==> src/rtl/pd_loop_seq_pkg.sv <==
// Shared types for the PD loop sequencer: state codes, output vector, per-state output decode.
// Pure declarations; no logic, no latency, no flow control.
package pd_loop_seq_pkg;

  typedef enum logic [2:0] {
    ST_IDLE     = 3'd0,
    ST_PRECHG   = 3'd1,
    ST_PFD_ACQ  = 3'd2,
    ST_HANDOVER = 3'd3,
    ST_SSPD_TRK = 3'd4
  } pd_state_e;

  typedef struct packed {
    logic precharge;
    logic nrst_pfd;
    logic en_pfd;
    logic en_sspd;
    logic locked;
  } pd_out_t;

  // Indexed by state code; the illegal codes 5-7 decode to all-off.
  localparam pd_out_t PD_OUT_TBL [8] = '{
    5'b00000,  // IDLE
    5'b10000,  // PRECHG
    5'b01100,  // PFD_ACQ
    5'b01110,  // HANDOVER
    5'b01011,  // SSPD_TRK
    5'b00000,
    5'b00000,
    5'b00000
  };

endpackage

==> src/rtl/pd_loop_runcnt.sv <==
// Saturating consecutive-run counter with clear/increment and a "reached N-1" flag.
// Count updates one cycle after clr/inc; hit is a combinational compare of the stored count.
module pd_loop_runcnt #(
  parameter int CNT_W = 8,
  parameter int N     = 32
) (
  input  logic clk_ref,
  input  logic nrst_dly,
  input  logic clr,
  input  logic inc,
  output logic hit
);

  localparam logic [CNT_W-1:0] LAST = CNT_W'(N - 1);

  logic [CNT_W-1:0] cnt;

  always_ff @(posedge clk_ref or negedge nrst_dly) begin
    if (!nrst_dly) begin
      cnt <= '0;
    end else if (clr) begin
      cnt <= '0;
    end else if (inc && (cnt != '1)) begin
      cnt <= cnt + CNT_W'(1);
    end
  end

  assign hit = (cnt == LAST);

endmodule

==> src/rtl/pd_loop_seq.sv <==
// PD loop mode sequencer: precharge -> PFD acquire -> handover -> SSPD track; outputs registered, 1 cycle after input sample.
// Optional SSPD_TRK loss-of-lock return to PFD_ACQ is built only when PD_LOOP_SEQ_AUTO_RELOCK_EN is defined.
module pd_loop_seq
  import pd_loop_seq_pkg::*;
#(
  parameter int PRECHG_CYC   = 64,
  parameter int LOCK_CNT     = 32,
  parameter int HANDOVER_CYC = 4,
  parameter int UNLOCK_CNT   = 8,
  parameter int CNT_W        = 8
) (
  input  logic       clk_ref,
  input  logic       nrst_dly,
  input  logic       start,
  input  logic       pfd_wide,
  output logic       precharge,
  output logic       nrst_pfd,
  output logic       en_pfd,
  output logic       en_sspd,
  output logic       locked,
  output logic [2:0] state_o
);

  localparam logic [CNT_W-1:0] PRECHG_LAST   = CNT_W'(PRECHG_CYC - 1);
  localparam logic [CNT_W-1:0] HANDOVER_LAST = CNT_W'(HANDOVER_CYC - 1);

  pd_state_e        state_q, state_nxt;
  pd_out_t          out_q;
  logic [CNT_W-1:0] cyc_cnt;
  logic             state_chg;
  logic             lock_hit;
  logic             unlock_hit;

  assign state_chg = (state_nxt != state_q);

  pd_loop_runcnt #(.CNT_W(CNT_W), .N(LOCK_CNT)) u_lock_cnt (
    .clk_ref  (clk_ref),
    .nrst_dly (nrst_dly),
    .clr      (state_chg || (state_q != ST_PFD_ACQ) || pfd_wide),
    .inc      ((state_q == ST_PFD_ACQ) && !pfd_wide),
    .hit      (lock_hit)
  );

`ifdef PD_LOOP_SEQ_AUTO_RELOCK_EN
  pd_loop_runcnt #(.CNT_W(CNT_W), .N(UNLOCK_CNT)) u_unlock_cnt (
    .clk_ref  (clk_ref),
    .nrst_dly (nrst_dly),
    .clr      (state_chg || (state_q != ST_SSPD_TRK) || !pfd_wide),
    .inc      ((state_q == ST_SSPD_TRK) && pfd_wide),
    .hit      (unlock_hit)
  );
`else
  assign unlock_hit = 1'b0;
`endif

  always_comb begin
    state_nxt = state_q;
    // Dropping start aborts from anywhere, ahead of every other transition.
    if ((state_q != ST_IDLE) && !start) begin
      state_nxt = ST_IDLE;
    end else begin
      case (state_q)
        ST_IDLE:     if (start) state_nxt = ST_PRECHG;
        ST_PRECHG:   if (cyc_cnt == PRECHG_LAST) state_nxt = ST_PFD_ACQ;
        ST_PFD_ACQ:  if (lock_hit && !pfd_wide) state_nxt = ST_HANDOVER;
        ST_HANDOVER: if (cyc_cnt == HANDOVER_LAST) state_nxt = ST_SSPD_TRK;
        ST_SSPD_TRK: if (unlock_hit && pfd_wide) state_nxt = ST_PFD_ACQ;
        default:     state_nxt = ST_IDLE;
      endcase
    end
  end

  always_ff @(posedge clk_ref or negedge nrst_dly) begin
    if (!nrst_dly) begin
      state_q <= ST_IDLE;
      out_q   <= '0;
      cyc_cnt <= '0;
    end else begin
      state_q <= state_nxt;
      // Decoding the next state keeps outputs aligned with the state register.
      out_q   <= PD_OUT_TBL[state_nxt];
      if (state_chg) begin
        cyc_cnt <= '0;
      end else if (cyc_cnt != '1) begin
        cyc_cnt <= cyc_cnt + CNT_W'(1);
      end
    end
  end

  assign precharge = out_q.precharge;
  assign nrst_pfd  = out_q.nrst_pfd;
  assign en_pfd    = out_q.en_pfd;
  assign en_sspd   = out_q.en_sspd;
  assign locked    = out_q.locked;
  assign state_o   = state_q;

endmodule

==> config.mk <==
export PLATFORM = sky130hd
export DESIGN_NAME = pd_loop_seq
export DESIGN_NICKNAME = d
export VERILOG_FILES = /design/src/rtl/pd_loop_seq_pkg.sv /design/src/rtl/pd_loop_runcnt.sv /design/src/rtl/pd_loop_seq.sv
export SDC_FILE = /design/constraint.sdc
export NUM_CORES = 1
export LEC_CHECK = 0
export ABC_AREA = 1
export CORE_ASPECT_RATIO = 0.7
export CORE_MARGIN = 2
export CORE_UTILIZATION = 55
export DETAILED_ROUTE_END_ITERATION = 12
export GPL_TIMING_DRIVEN = 0
export PLACE_DENSITY = 0.84
export SETUP_SLACK_MARGIN = 0.02
export SLEW_MARGIN = 40
export SYNTH_ARGS = -nofsm -noshare
export SYNTH_HDL_FRONTEND = slang
export SYNTH_SLANG_ARGS = --single-unit
==> constraint.sdc <==
create_clock -name clk_ref -period 2.09 [get_ports clk_ref]
set_input_delay 0.418 -clock clk_ref [delete_from_list [all_inputs] [get_ports clk_ref]]
set_output_delay 0.418 -clock clk_ref [all_outputs]
set_load 0.02 [all_outputs]
== Yosys cells after proc, flatten, opt, wreduce, memory -nomap -nowiden ==
Memory sizes are Yosys's and may differ from the RTL's. A register that Yosys moved wholly into a read port is not among the register bits.
Index checks and enable logic that the tools add are counted.

* Output and inout port bits: 8
* Logic and storage cells: 41
* Register bits: 19
* Input bits: 4
* Memories: 1
* ROM bits: 40

* Add/subtract/negate cells: 2
* Reduce and logical (&&, ||, !) cells: 13
* Muxes and demuxes: 10
* Bitwise logic cells: 1
* Equal/unequal tests: 11

{| class="wikitable"
|+ Memory list
! name !! depth !! width !! rd ports !! clocked after memory_dff !! wr ports !! line !! source
|-
| (no name shown) || 8 || 5 || 1 || 1 || 0 || pd_loop_seq.sv:81 || <nowiki>out_q <= PD_OUT_TBL[state_nxt];</nowiki>
|}

{| class="wikitable"
|+ Operator list
! cell !! count
|-
| $mux W8 || 4
|-
| $add A8 B1 Y8 const B || 2
|-
| $ne A8 B8 Y1 const B || 2
|-
| $mux W3 || 5
|-
| $pmux W3 S5 || 1
|-
| $eq A8 B2 Y1 const B || 1
|-
| $eq A8 B5 Y1 const B || 1
|-
| $eq A8 B6 Y1 const B || 1
|-
| $eq A3 B2 Y1 const B || 2
|-
| $logic_and A1 B1 Y1 || 4
|-
| $not A3 Y4 || 1
|-
| $reduce_bool A2 Y1 || 2
|-
| $eq A3 B1 Y1 const B || 1
|-
| $eq A3 B3 Y1 const B || 1
|-
| $logic_not A1 Y1 || 3
|-
| $logic_not A3 Y1 || 1
|-
| $ne A3 B2 Y1 const B || 1
|-
| $ne A3 B3 Y1 || 1
|-
| $reduce_bool A3 Y1 || 1
|-
| $logic_or A1 B1 Y1 || 2
|}

== Logic depth before layout (Yosys ltp) ==
* Depth after elaboration: 9
* Depth in mapped cells: 12
* Mapped depth without buffers: 12

== Cells and area by module ==
A second synthesis with hierarchy kept.

* Cells, all modules: 196
* Area, all modules: 1476.4 um2

{| class="wikitable"
|+ Modules (own cells, without submodules)
! module !! times used !! area each (um2) !! cells an instance !! sequential area each (um2)
|-
| pd_loop_seq || 1 || 970.9 || 123 || 400.4
|-
| pd_loop_runcnt || 1 || 505.5 || 73 || 200.2
|}

== Worst setup path after synthesis ==
No wires, ideal clock.

* Path type: register to register
* Start: register state_q[0] (netlist: state_o[0])
* End: register cyc_cnt[2]
* Path buffers: 0
* Period minus slack after synthesis: 1.590 ns
* Cell stages (with the launch flop): 11
* Data required time: 1.969 ns
* Path slack: 0.500 ns
* Arrival: 1.469 ns
* Setup time: 0.121 ns
* Cells stage by stage: dfrtp_1 -> inv_1 -> nand3_1 -> nor2_1 -> nand3_1 -> nand4_1 -> nand2_1 -> nand2_1 -> nand2_2 -> nand2_2 -> nor2_1

* Longest elaborated chain between the ends: 5
* Elaborated cells on any way between the ends: 16
* Classes of those cells: eq/ne: 5; mux: 7; reduce/logical: 4

{| class="wikitable"
|+ Ends and longest elaborated chain
! element !! line !! source
|-
| start: declaration || pd_loop_seq.sv:27 || <nowiki>pd_state_e state_q, state_nxt;</nowiki>
|-
| start signal: assignment || pd_loop_seq.sv:79 || <nowiki>state_q <= state_nxt;</nowiki>
|-
| $eq A3 B3 Y1 (tied with other cells) || pd_loop_seq.sv:62 || <nowiki>case (state_q)</nowiki>
|-
| $pmux W3 S5 / $logic_and A1 B1 Y1 (equally long branches) || pd_loop_seq.sv:62, pd_loop_seq.sv:59 ||
|-
| $mux W3 || pd_loop_seq.sv:59 || <nowiki>if ((state_q != ST_IDLE) && !start) begin</nowiki>
|-
| $ne A3 B3 Y1 (*) || pd_loop_seq.sv:34 || <nowiki>assign state_chg = (state_nxt != state_q);</nowiki>
|-
| $mux W8 / $reduce_bool A2 Y1 (equally long branches) || n/a ||
|-
| end signal: assignment || pd_loop_seq.sv:85 || <nowiki>cyc_cnt <= cyc_cnt + CNT_W'(1);</nowiki>
|-
| end: declaration || pd_loop_seq.sv:29 || <nowiki>logic [CNT_W-1:0] cyc_cnt;</nowiki>
|}

Mark *: on every way between the ends. The rest lies on a longest branch, timed or not.
A chain may end at the register's enable or synchronous reset.

== Worst setup path after layout ==
* Start: register state_q[1] (netlist: state_o[1])
* End: output port state_o[1]

{| class="wikitable"
|+ RTL lines
! element !! line !! source
|-
| end: declaration || pd_loop_seq.sv:21 || <nowiki>output logic [2:0] state_o</nowiki>
|}

No word-level cell between the ends.

==> impl_metrics.env <==
export IMPL_yosys_warnings=0
export IMPL_viasPerCell=5.071
export IMPL_rrSetupSlack_ps=290
export IMPL_syn_area_per_cell_um2=8.238
export IMPL_slew_violations=0
export IMPL_seqPwrFrac=0.489
export IMPL_placed_area_um2=1373
export IMPL_post_cts_resized=0
export IMPL_postLayoutCellArea_um2=1409
export IMPL_final_common_cell="nor2_1"
export IMPL_clk_latency_ps=330
export IMPL_p_sw_mw=0.3747
export IMPL_max_clock_freq_ghz=0.5395
export IMPL_postCtsHoldBufs=0
export IMPL_dieArea_um2=2632
export IMPL_htreeDepth=1
export IMPL_io_pins=12
export IMPL_worst_pin_slew_ps=528.0
export IMPL_cts_root_buf="clkbuf_4"
export IMPL_ys_types=21
export IMPL_start_util=0.5744
export IMPL_min_period_ps=1853
export IMPL_swShare=0.3404
export IMPL_crit_buf_inv=1
export IMPL_drive_above_1_share=0.1280
export IMPL_max_cap_viol_count=0
export IMPL_row_count=14
export IMPL_antenna_cells=0
export IMPL_endpoint_kind="output port"
export IMPL_arrival_ps=1440
export IMPL_cpLargestDelayFamily="buffers and inverters"
export IMPL_p_int_mw=0.7259
export IMPL_synth_nets=155
export IMPL_finalNetCount=171
export IMPL_slowest_stage="clkdlybuf4s50_1"
export IMPL_hp_class="primary input to asynchronous set/reset pin"
export IMPL_p_clk_frac=0.229
export IMPL_r2r_end="cyc_cnt[2]$_DFFE_PN0P_"
export IMPL_reg2reg_depth=11
export IMPL_utilization=0.6593
export IMPL_first_global_vias=916
export IMPL_finClkSkew_ps=10.59
export IMPL_synthesis_area_um2=1227
export IMPL_fin_crit_sh=0.8868
export IMPL_placed_cells=192
export IMPL_hold_viol=0
export IMPL_vdd_ir_drop_max_uv=472.6
export IMPL_cts_tree="yes"
export IMPL_wl_um=2151
export IMPL_drcViolationCount=0
export IMPL_final_cell_mix="27 x nor2_1, 24 x dfrtp_1, 22 x nand2_1, 19 x nand3_1, 18 x inv_1"
export IMPL_ys_seq_area_frac=0.4893
export IMPL_clock_path_buffers=2
export IMPL_place_ws_ps=161.2
export IMPL_drt_wirelength_per_cell_um=10.97
export IMPL_total_leakage_power_nw=0.6925
export IMPL_layout_setup_ws_ps=236.6
export IMPL_syn_to_final_growth_pct=14.78
export IMPL_total_power_mw=1.101
export IMPL_track_usage=0.1955
export IMPL_portBuffers=11
export IMPL_max_stage_delay_ps=640
export IMPL_post_cts_setup_buffers=0
export IMPL_clkTransAtPathRegs_ps=130
export IMPL_setup_violations=0
export IMPL_dieWidth_um=60.47
export IMPL_first_pass_iters=4
export IMPL_finalSetupTns_ps=0
export IMPL_rsz0062_at_grt="no"
export IMPL_fin_cells=196
export IMPL_first_iter_violations=51
export IMPL_grt_ovfl_total=0
export IMPL_crit_chain="clkdlybuf4s50_1"
export IMPL_reg2reg_from="cyc_cnt[0]$_DFFE_PN0P_"
export IMPL_outcome="finished, final reports clean"
export IMPL_ant_nets=0
export IMPL_dpl_hpwl_um=1602
export IMPL_num_vias=994
export IMPL_dieHeight_um=43.53
export IMPL_maxSlewHeadroom=0.6480
export IMPL_antenna_found_initial=0
export IMPL_grt_max_degree=25
export IMPL_p_per_area_nw_per_um2=781.2
export IMPL_crit_type="register to output port"
export IMPL_numClockSinks=24
export IMPL_gp_congestion=0.8282
export IMPL_combPwrFrac=0.282
export IMPL_cp_required_ps=1670
export IMPL_critPathLaunchType="register"
export IMPL_core_region_area_um2=2137
export IMPL_numCtsBuffers=3
export IMPL_critPathMaxFanout=6
export IMPL_netlist_instances=149
export IMPL_grt_pass1_wl_um=3801
export IMPL_synth_seq_cells=24
export IMPL_whs_ps=37.18
==> worst max-delay path by stage <==
stage	from	end	slack, ps	cells past startpoint
after floorplan	state_o[0]$_DFF_PN0_	cyc_cnt[2]$_DFFE_PN0P_	500	10
after global placement	start	cyc_cnt[7]$_DFFE_PN0P_	210	9
after detailed placement	start	cyc_cnt[2]$_DFFE_PN0P_	160	9
after CTS	state_o[1]$_DFF_PN0_	state_o[1]	230	1
after global routing	cyc_cnt[0]$_DFFE_PN0P_	cyc_cnt[2]$_DFFE_PN0P_	80	11
final	state_o[1]$_DFF_PN0_	state_o[1]	240	1
==> metal layers <==
layer  GRT usage  wire length [um]  vias up
li1            -                 -      505
met1      0.2553              1011      453
met5           0                 0        -
met3     0.07164               119        4
met2      0.3043               978       32
met4     0.06522                42        0
==> layout make-up <==
type	instances	area, um2
fillers	190	728.2
clock buffers	4	36.28
repair buffers	11	105.1
flip-flops and latches	24	600.6
well taps	32	40.04
inverters	19	71.32
multi-input cells	106	555.5
==> cell families after synthesis <==
family          after synthesis  synth area share
compound gates               14           0.06014
xor+xnor                      4           0.02855
fa+ha+maj                     2           0.02038
buf+inv                      19           0.05810
flops                        24            0.4893
mux                           2           0.01835
simple gates                 84            0.3252
==> registers in the layout (all words and copies together) (netlist names) <==
register        count
cyc_cnt             8
en_pfd              1
en_sspd             1
locked              1
nrst_pfd            1
precharge           1
state_o             3
u_lock_cnt.cnt      8
==> Yosys cell counts, drive strengths merged <==
| master | number | area share |
|---|---|---|
| nor2 | 30 | 0.10 |
| xor2 | 1 | 0.0071 |
| inv | 19 | 0.058 |
| nand4 | 2 | 0.010 |
| nand3 | 21 | 0.10 |
| dfrtp | 24 | 0.49 |
| ha | 2 | 0.020 |
| xnor2 | 3 | 0.021 |
| nor3 | 2 | 0.0082 |
| or2 | 1 | 0.0071 |
| mux2 | 2 | 0.018 |
| nand2 | 28 | 0.098 |
| a21oi | 3 | 0.012 |
| o21ai | 11 | 0.048 |
==> power by group through the flow <==
stage          logic, mW  registers (mW)  clock network, mW
3_3_place_gp       0.298           0.544                  0
6_report           0.310           0.539              0.252
2_1_floorplan      0.189           0.566                  0
3_5_place_dp       0.310           0.548                  0
4_1_cts            0.311           0.539              0.259
5_1_grt            0.344           0.546              0.270
Note: power is estimated with default switching activity, not from simulation.
